--- config.mk ---
export PLATFORM = sky130hd
export DESIGN_NAME = pcpi_dispatch_flat
export DESIGN_NICKNAME = d
export VERILOG_FILES = /design/src/rtl/pcpi_pkg.sv /design/src/rtl/pcpi_dispatch_if.sv /design/src/rtl/pcpi_dispatch.sv /design/src/flat_wrapper.sv
export SDC_FILE = /design/constraint.sdc
export NUM_CORES = 1
export LEC_CHECK = 0
export BUFFER_PORTS_ARGS = -buffer_cell sky130_fd_sc_hd__clkbuf_2
export CAP_MARGIN = 40
export CORE_MARGIN = 2
export CORE_UTILIZATION = 39
export DETAILED_ROUTE_END_ITERATION = 12
export MAX_ROUTING_LAYER = met4
export PLACE_DENSITY = 0.73
export SLEW_MARGIN = 20
export SYNTH_ARGS = -nofsm -noshare
export SYNTH_HDL_FRONTEND = slang
export SYNTH_SLANG_ARGS = --single-unit
--- constraint.sdc ---
create_clock -name clk -period 1.5 [get_ports clk]
set_clock_uncertainty 0.2 [all_clocks]
set_input_delay 0.15 -clock clk [delete_from_list [all_inputs] [get_ports clk]]
set_output_delay 0.15 -clock clk [all_outputs]
set_load 0.005 [all_outputs]
--- src/rtl/pcpi_pkg.sv ---
// pcpi_pkg -- shared definitions for the PCPI mul/div dispatcher.
//   OPCODE_OP / FUNCT7_MULDIV : RV32M instruction match fields
//   pcpi_state_t              : dispatcher FSM state encoding
//   is_muldiv()               : opcode/funct7 match helper
package pcpi_pkg;

  localparam logic [6:0] OPCODE_OP     = 7'b0110011;
  localparam logic [6:0] FUNCT7_MULDIV = 7'b0000001;

  typedef enum logic [1:0] {
    ST_IDLE  = 2'd0,
    ST_ISSUE = 2'd1,
    ST_DONE  = 2'd2
  } pcpi_state_t;

  function automatic logic is_muldiv(input logic [6:0] opcode, input logic [6:0] funct7);
    return (opcode == OPCODE_OP) && (funct7 == FUNCT7_MULDIV);
  endfunction

endpackage

--- src/rtl/pcpi_dispatch_if.sv ---
// pcpi_dispatch_if -- bundle of the core-side PCPI bus and the two
// coprocessor (mul/div) request/response buses.
//   master : core + coprocessors side (drives requests and responses)
//   slave  : the dispatcher
//
// Handshake: the core holds pcpi_valid high with a stable insn until it sees
// a one-cycle pcpi_ready (result) or pcpi_timeout (abort), or drops valid
// itself to abort. The dispatcher forwards valid to exactly one coprocessor,
// which answers with a one-cycle *_ready plus *_wr/*_rd in the same cycle.
interface pcpi_dispatch_if;
  logic        pcpi_valid;
  logic [31:0] pcpi_insn;
  logic [31:0] pcpi_rs1;
  logic [31:0] pcpi_rs2;
  logic        pcpi_wr;
  logic [31:0] pcpi_rd;
  logic        pcpi_wait;
  logic        pcpi_ready;
  logic        pcpi_timeout;
  logic        mul_valid;
  logic        div_valid;
  logic        mul_wr;
  logic        div_wr;
  logic [31:0] mul_rd;
  logic [31:0] div_rd;
  logic        mul_ready;
  logic        div_ready;

  // rs1/rs2 go straight to the coprocessors, so the dispatcher never sees them.
  modport slave (
    input  pcpi_valid, pcpi_insn,
    output pcpi_wr, pcpi_rd, pcpi_wait, pcpi_ready, pcpi_timeout,
    output mul_valid, div_valid,
    input  mul_wr, div_wr, mul_rd, div_rd, mul_ready, div_ready
  );

  modport master (
    output pcpi_valid, pcpi_insn, pcpi_rs1, pcpi_rs2,
    input  pcpi_wr, pcpi_rd, pcpi_wait, pcpi_ready, pcpi_timeout,
    input  mul_valid, div_valid,
    output mul_wr, div_wr, mul_rd, div_rd, mul_ready, div_ready
  );
endinterface

--- src/rtl/pcpi_dispatch.sv ---
// pcpi_dispatch -- claims RV32M instructions on the PCPI bus and forwards
// them to a multiplier or divider coprocessor, with a cycle timeout.
//   clk, resetn : clock, synchronous active-low reset
//   bus         : pcpi_dispatch_if.slave (core bus + mul/div buses)
//   dbg_state   : current FSM state
// Params: TIMEOUT (2..255) ISSUE cycles before abort; ENABLE_MUL claims MUL class.
module pcpi_dispatch
  import pcpi_pkg::*;
#(
  parameter int TIMEOUT    = 64,
  parameter bit ENABLE_MUL = 1'b1
) (
  input  logic         clk,
  input  logic         resetn,
  pcpi_dispatch_if.slave bus,
  output pcpi_state_t  dbg_state
);

  localparam int TW = $clog2(TIMEOUT) + 1;
  localparam logic [TW-1:0] TIMER_LAST = TW'(TIMEOUT - 1);

  pcpi_state_t state, state_nxt;
  logic          tgt_div;
  logic [TW-1:0] timer;
  logic          after_done;
  logic          cap_wr;
  logic [31:0]   cap_rd;

  logic match, match_div, claim, sel_ready, sel_wr, timer_last;
  logic [31:0] sel_rd;

  // Only opcode, funct7 and funct3[2] matter for the decode.
  logic unused_insn;
  assign unused_insn = ^{bus.pcpi_insn[24:15], bus.pcpi_insn[13:7]};

  assign match     = bus.pcpi_valid && is_muldiv(bus.pcpi_insn[6:0], bus.pcpi_insn[31:25]);
  assign match_div = bus.pcpi_insn[14];
  // after_done blocks re-claiming the request the core still holds in the
  // cycle right after completion.
  assign claim     = match && !after_done && (match_div || ENABLE_MUL);

  assign sel_ready  = tgt_div ? bus.div_ready : bus.mul_ready;
  assign sel_wr     = tgt_div ? bus.div_wr    : bus.mul_wr;
  assign sel_rd     = tgt_div ? bus.div_rd    : bus.mul_rd;
  assign timer_last = (timer == TIMER_LAST);

  assign dbg_state = state;

  // State register
  always_ff @(posedge clk) begin
    if (!resetn) begin
      state      <= ST_IDLE;
      after_done <= 1'b0;
    end else begin
      state      <= state_nxt;
      after_done <= (state == ST_DONE);
    end
  end

  // Datapath registers: target, timer, captured result
  always_ff @(posedge clk) begin
    if (!resetn) begin
      tgt_div <= 1'b0;
      timer   <= '0;
      cap_wr  <= 1'b0;
      cap_rd  <= '0;
    end else begin
      if (state == ST_IDLE && claim) begin
        tgt_div <= match_div;
        timer   <= '0;
      end
      if (state == ST_ISSUE) begin
        timer <= timer + 1'b1;
        if (bus.pcpi_valid && sel_ready) begin
          cap_wr <= sel_wr;
          cap_rd <= sel_rd;
        end
      end
    end
  end

  // Next-state logic. A core abort takes precedence; a ready arriving in the
  // timeout cycle still completes the instruction.
  always_comb begin
    state_nxt = state;
    case (state)
      ST_IDLE:  if (claim) state_nxt = ST_ISSUE;
      ST_ISSUE: begin
        if (!bus.pcpi_valid)  state_nxt = ST_IDLE;
        else if (sel_ready)   state_nxt = ST_DONE;
        else if (timer_last)  state_nxt = ST_IDLE;
      end
      ST_DONE:  state_nxt = ST_IDLE;
      default:  state_nxt = ST_IDLE;
    endcase
  end

  // Output logic
  always_comb begin
    bus.pcpi_wait    = 1'b0;
    bus.pcpi_ready   = 1'b0;
    bus.pcpi_wr      = 1'b0;
    bus.pcpi_rd      = '0;
    bus.pcpi_timeout = 1'b0;
    bus.mul_valid    = 1'b0;
    bus.div_valid    = 1'b0;
    case (state)
      ST_ISSUE: begin
        bus.pcpi_wait = 1'b1;
        if (tgt_div) bus.div_valid = bus.pcpi_valid;
        else         bus.mul_valid = bus.pcpi_valid && ENABLE_MUL;
        bus.pcpi_timeout = bus.pcpi_valid && !sel_ready && timer_last;
      end
      ST_DONE: begin
        bus.pcpi_ready = 1'b1;
        bus.pcpi_wr    = cap_wr;
        bus.pcpi_rd    = cap_rd;
      end
      default: ;
    endcase
  end

endmodule

--- src/flat_wrapper.sv ---
// flat-port wrapper written by rule: the top's interface ports become plain ports
module pcpi_dispatch_flat import pcpi_pkg::*;
#(
  parameter int TIMEOUT    = 64,
  parameter bit ENABLE_MUL = 1'b1
)
  (clk, resetn, dbg_state, bus_pcpi_valid, bus_pcpi_insn, bus_pcpi_wr, bus_pcpi_rd, bus_pcpi_wait, bus_pcpi_ready, bus_pcpi_timeout, bus_mul_valid, bus_div_valid, bus_mul_wr, bus_div_wr, bus_mul_rd, bus_div_rd, bus_mul_ready, bus_div_ready);
  pcpi_dispatch_if bus_i ();
  input  logic clk;
  input  logic resetn;
  output pcpi_state_t dbg_state;
  input wire logic [$bits(bus_i.pcpi_valid)-1:0] bus_pcpi_valid;
  input wire logic [$bits(bus_i.pcpi_insn)-1:0] bus_pcpi_insn;
  output wire logic [$bits(bus_i.pcpi_wr)-1:0] bus_pcpi_wr;
  output wire logic [$bits(bus_i.pcpi_rd)-1:0] bus_pcpi_rd;
  output wire logic [$bits(bus_i.pcpi_wait)-1:0] bus_pcpi_wait;
  output wire logic [$bits(bus_i.pcpi_ready)-1:0] bus_pcpi_ready;
  output wire logic [$bits(bus_i.pcpi_timeout)-1:0] bus_pcpi_timeout;
  output wire logic [$bits(bus_i.mul_valid)-1:0] bus_mul_valid;
  output wire logic [$bits(bus_i.div_valid)-1:0] bus_div_valid;
  input wire logic [$bits(bus_i.mul_wr)-1:0] bus_mul_wr;
  input wire logic [$bits(bus_i.div_wr)-1:0] bus_div_wr;
  input wire logic [$bits(bus_i.mul_rd)-1:0] bus_mul_rd;
  input wire logic [$bits(bus_i.div_rd)-1:0] bus_div_rd;
  input wire logic [$bits(bus_i.mul_ready)-1:0] bus_mul_ready;
  input wire logic [$bits(bus_i.div_ready)-1:0] bus_div_ready;
  assign bus_i.pcpi_valid = bus_pcpi_valid;
  assign bus_i.pcpi_insn = bus_pcpi_insn;
  assign bus_pcpi_wr = bus_i.pcpi_wr;
  assign bus_pcpi_rd = bus_i.pcpi_rd;
  assign bus_pcpi_wait = bus_i.pcpi_wait;
  assign bus_pcpi_ready = bus_i.pcpi_ready;
  assign bus_pcpi_timeout = bus_i.pcpi_timeout;
  assign bus_mul_valid = bus_i.mul_valid;
  assign bus_div_valid = bus_i.div_valid;
  assign bus_i.mul_wr = bus_mul_wr;
  assign bus_i.div_wr = bus_div_wr;
  assign bus_i.mul_rd = bus_mul_rd;
  assign bus_i.div_rd = bus_div_rd;
  assign bus_i.mul_ready = bus_mul_ready;
  assign bus_i.div_ready = bus_div_ready;
  pcpi_dispatch #(.TIMEOUT(TIMEOUT), .ENABLE_MUL(ENABLE_MUL)) u_core (.clk(clk), .resetn(resetn), .bus(bus_i), .dbg_state(dbg_state));
endmodule
Word-level counts from Yosys, hierarchy flattened
Cells that the tools add are included.

Bits in read-only memories: 0. Word-level logic and storage cells: 46. Memories: 0. Output and inout bits: 40. Bits in latches: 0. Register bits: 44. RAM bits: 0.

Shift operators: 0. Multipliers: 0. Bitwise gates (word level): 0. Divide/modulo/power cells: 0. Eq/ne operators: 7. Add/subtract/negate cells: 1. Reductions and logical operators: 13. $lt $le $gt $ge: 0. Mux-type cells: 19.

Operator list (number): $mux 32 (2); $eq 7x6->1 const B (2); $mux 7 (2); $mux 1 (10); $mux 2 (4); $add 7x1->7 const B (1); $eq 7x1->1 const B (1); $logic_and 1x1->1 (7); $ne 4x2->1 const B (1); $pmux 2 s2 (1); $reduce_and 2->1 (2); $eq 2x1->1 const B (1); $eq 2x2->1 const B (1); $logic_not 1->1 (2); $logic_not 2->1 (1); $ne 2x1->1 const B (1); $reduce_bool 2->1 (1).

Longest topological paths before layout
Depth in word-level cells: 7. Gate-level depth with buffers: 6. Depth with buffers taken out: 5.

Worst setup path after synthesis
No wires, ideal clock.

Kind: reg-to-reg. Start: register u_core.tgt_div. End: register u_core.cap_rd[10]. Cell stages (with the launch flop): 7. Arrival time: 1199 ps. Slack: -15 ps. Library setup time: 116 ps. Cells stage by stage: dfxtp_1 buf_6 mux2i_4 nor2_4 buf_6 buf_6 o211a_1.

Cells in the longest elaborated chain, start to end: 3.

RTL lines: start, declared (RTL line pcpi_dispatch.sv:23) `logic tgt_div;`; start signal, assigned (RTL line pcpi_dispatch.sv:69) `tgt_div <= match_div;`; $mux 1 (RTL line pcpi_dispatch.sv:42) `assign sel_ready = tgt_div ? bus.div_ready : bus.mul_ready;`; $logic_and 1x1->1 (RTL line pcpi_dispatch.sv:74) `if (bus.pcpi_valid && sel_ready) begin`; $reduce_and 2->1 (no source line); end signal, assigned (RTL line pcpi_dispatch.sv:76) `cap_rd <= sel_rd;`; end, declared (RTL line pcpi_dispatch.sv:27) `logic [31:0] cap_rd;`.

Parallel ways exist; a longest one is shown, timed or not. A chain may end at the register's enable or synchronous reset.

Worst setup path in the final report
Start: register u_core.state[0], in the netlist u_core.dbg_state[0]. End: output bus_pcpi_rd[17].

Cells in the longest elaborated chain, start to end: 2.

RTL lines: start, declared (RTL line pcpi_dispatch.sv:22) `pcpi_state_t state, state_nxt;`; start signal, assigned (RTL line pcpi_dispatch.sv:55) `state <= state_nxt;`; $eq 2x2->1 (RTL line pcpi_dispatch.sv:107) `case (state)`; $mux 32 (RTL line pcpi_dispatch.sv:107); end, declared (RTL line flat_wrapper.sv:15) `output wire logic [$bits(bus_i.pcpi_rd)-1:0] bus_pcpi_rd;`.

Every way passes these cells.

==> results.md <==
* Status: finished with violations
* Failing checks: negative setup slack
* Synthesized-area fraction occupied by adder cells at 0.005184
* Mux cell area share after synthesis at 0.1503
* Final TNS setup at -14170 ps
* Static Leak at 2.212 nW
* CTS Buf Count at 5
* Top delay family on crit path: buffers and inverters
* Grt total ovfl at 0
* Core Util, Final at 0.7048
* Core Box Area at 5956 um^2
* Top cell by count, worst path: buf_6
* Depth of the worst hold-timing path at 4
* # nets final at 544
* Mapped Area at 2414 um^2
* Routed via count at 2662
* Total power at 2.379 mW
* Worst skew pair latency at 300 ps
* Crit start category: flip-flop
* Synth warn at 0
* Clock transition at the registers of the reported paths at 90 ps
* DR DRC count at 0
* RePlAce Congestion at 0.7727
* Vias in the first global route at 2429
* Worst hold slack at 4.588 ps
* VDD IR max at 0.4782 mV
* Slew margin rel. at 0.7700
* Synth Area per Inst at 9.247 um^2
* Most frequent cells after synthesis: dfxtp_1, nand2_1, and2_1, mux2i_1, o211a_1
* Syn-to-layout area delta at 73.92%
* First-pass GRT wire length at 11010 um
* IO Pins at 143
* Antenna Cells at 0
* Most frequent cell after synthesis: dfxtp_1
* Async SR Flop Fraction at 0
* CP Cell Sequence: buf_6, nor2b_4, buf_12, clkbuf_16, and2_4, buf_6
* IO buf count at 125
* DRC marker count from the first detailed-route iteration at 103
* Total power divided by cell area at 566.7 nW/um^2
* HPWL Detailed at 4331 um
* Rows at 28
* Max Fanout on Critical Path at 6
* H-tree levels at 2
* Die Width at 82.67 um
* Synth area leaders: dfxtp_1, mux2i_1, o211a_1, and2_1, nand2_1
* Fillcell total at 457
* Largest net degree at the start of global routing at 32
* Post-route ant nets at 0
* HP Class: input pin to flip-flop
* Via density at 5.159
* Hold path startpoint: bus_mul_wr
* Compound-cell area share of the yosys netlist at 0.1788
* Final-report hold violation count at 0
* Prevailing post-synth register cell: dfxtp_1
* Simple-gate share of the synthesized area at 0.2473
* Clk sinks at 44
* Root buf cell: clkbuf_8
* CTS tree: yes
* DIE HEIGHT at 82.67 um
* Post-synth top area cell: dfxtp_1
* Mapped Cells at 261
* Synth top area share at 0.3650
* R2r setup slk at -190 ps
* Initial Util at 0.4053
* Yosys reg bits at 44
* Final period util at 1.163
* Highest clock rate at 573.1 MHz
* Crit path max-delay cell type: dfxtp_4
* Cell variety after synth at 38
* Clk buf depth at 2
* R2R Path End: u_core.timer[6]
* Final setup violation count at 81
* Detailed-route wire length per cell at 15.83 um
* Final wirelength at 8166 um
* Pre-antenna DRT Iters at 4
* Worst R2R Start: u_core.dbg_state[0]
* Post-synth EDFFs at 0
* Req. time, crit path at 1150 ps
* Final min period at 1745 ps
* Seq/Total Area, Yosys at 0.3650
* Xor/xnor share of the synthesized area at 0
* Largest family of logic cells by synthesized area: simple AND/OR/NAND/NOR gates
* Worst setup EP type: output port
* Worst Hold End: u_core.cap_wr
* MaxCap Viol Count at 0
* Unrepaired setup endpoints after global routing: true
* Final worst-path setup slack at -244.8 ps
* CP peak stage delay at 350 ps
* Syn Nets at 365
* Worst-Margin Slew at 341.9 ps
* Total GRT Usage at 0.2162
* Share of layout cells above drive strength 1 at 0.4989
* Slew Viols, Final at 0
* Reg2Reg Depth at 6
* Initial antenna violation count at 0
* Data arrival, critical path at 1390 ps
* WP buf/inv at 4
* Critical path type: flip-flop to output port
* Full die area at 6834 um^2
## how the worst max path moves through the flow
stage                                    from                end  cells after the start
after floorplan                u_core.tgt_div  u_core.cap_rd[10]                      6
after global placement      bus_pcpi_insn[26]    u_core.timer[6]                      6
after detailed placement    bus_pcpi_insn[26]    u_core.timer[6]                      6
after CTS                 u_core.dbg_state[0]        bus_pcpi_wr                      5
after global routing      u_core.dbg_state[0]    bus_pcpi_rd[17]                      6
final                     u_core.dbg_state[0]    bus_pcpi_rd[17]                      6
## cell usage in the layout (no fill, tap or decap), types with 3 or more instances in the layout
cell / synthesis / final
clkbuf_8: 0 / 6
dfxtp_2: 0 / 3
clkbuf_16: 0 / 5
o21ai_1: 6 / 5
nor4b_1: 4 / 4
mux2i_1: 34 / 34
o211a_1: 33 / 33
and2_4: 0 / 22
buf_6: 5 / 23
buf_12: 0 / 5
buf_4: 0 / 23
nand2_1: 41 / 41
clkbuf_2: 0 / 108
and2_1: 35 / 13
dfxtp_1: 44 / 39
dlygate4sd3_1: 0 / 23
nand3_1: 9 / 7
## worst register-to-register path, stage by stage, from the launching register on
cell	delay (ps)
dfxtp_4	350
buf_4	150
and4bb_1	260
nand4_1	210
buf_4	220
nor3_4	150
nor3b_1	60
## logic make-up after synthesis
family                   count (synthesis)
AO/OA/AOI/OAI                           49
AND/OR/NAND/NOR                        110
multiplexers                            35
flip-flops                              44
buffers and inverters                   22
adder cells (fa/ha/maj)                  1
## registers in the layout (all words and copies together), names as in the netlist
signal,flops
u_core.after_done,1
u_core.cap_rd,32
u_core.cap_wr,1
u_core.dbg_state,2
u_core.tgt_div,1
u_core.timer,7
## power by group
group / internal, mW / total [mW] / switching, mW
registers: 1.16 / 1.16 / 0.00000723
logic: 0.148 / 0.233 / 0.0851
clock network: 0.545 / 0.983 / 0.438
total: 1.86 / 2.38 / 0.523
## routing by layer
metal | GRT usage | part of all wire | up-vias
met1 | 0.2668 | 0.42 | 1258
met4 | 0.06393 | 0.010 | 0
met2 | 0.3637 | 0.51 | 111
met5 | - | 0 | -
li1 | - | - | 1283
met3 | 0.03587 | 0.061 | 10
## final cells by class
class	count	area, um^2	area share
clock inverters	2	38.79	0.009240
clock buffers	6	82.58	0.01967
well taps	75	93.84	0.02235
multi-input cells	195	1555	0.3705
flip-flops and latches	44	892.1	0.2125
repair buffers	192	1525	0.3633
inverters	2	10.01	0.002384
## repair_timing
| item | 4_1_cts | 5_1_grt |
|---|---|---|
| endpoints found under the setup margin | 46 | 81 |
| hold buffers | 23 | 0 |
| buffers inserted | 8 | 7 |
| hold endpoints to repair | 14 | 0 |
| cloned | 4 | 6 |
| pin swaps | 11 | 20 |
| gates resized for setup | 24 | 63 |
## metrics by stage
step / std cells / instance area, um^2 / worst slack (ps)
after floorplan: 261 / 2415 / -7.496
after detailed placement: 460 / 3208 / -60.92
final: 516 / 4198 / -244.8
after CTS: 503 / 3787 / -249.8
after global placement: 460 / 3208 / -45.48
after global routing: 516 / 4198 / -294.7
Power figures use the tool's default switching activity.
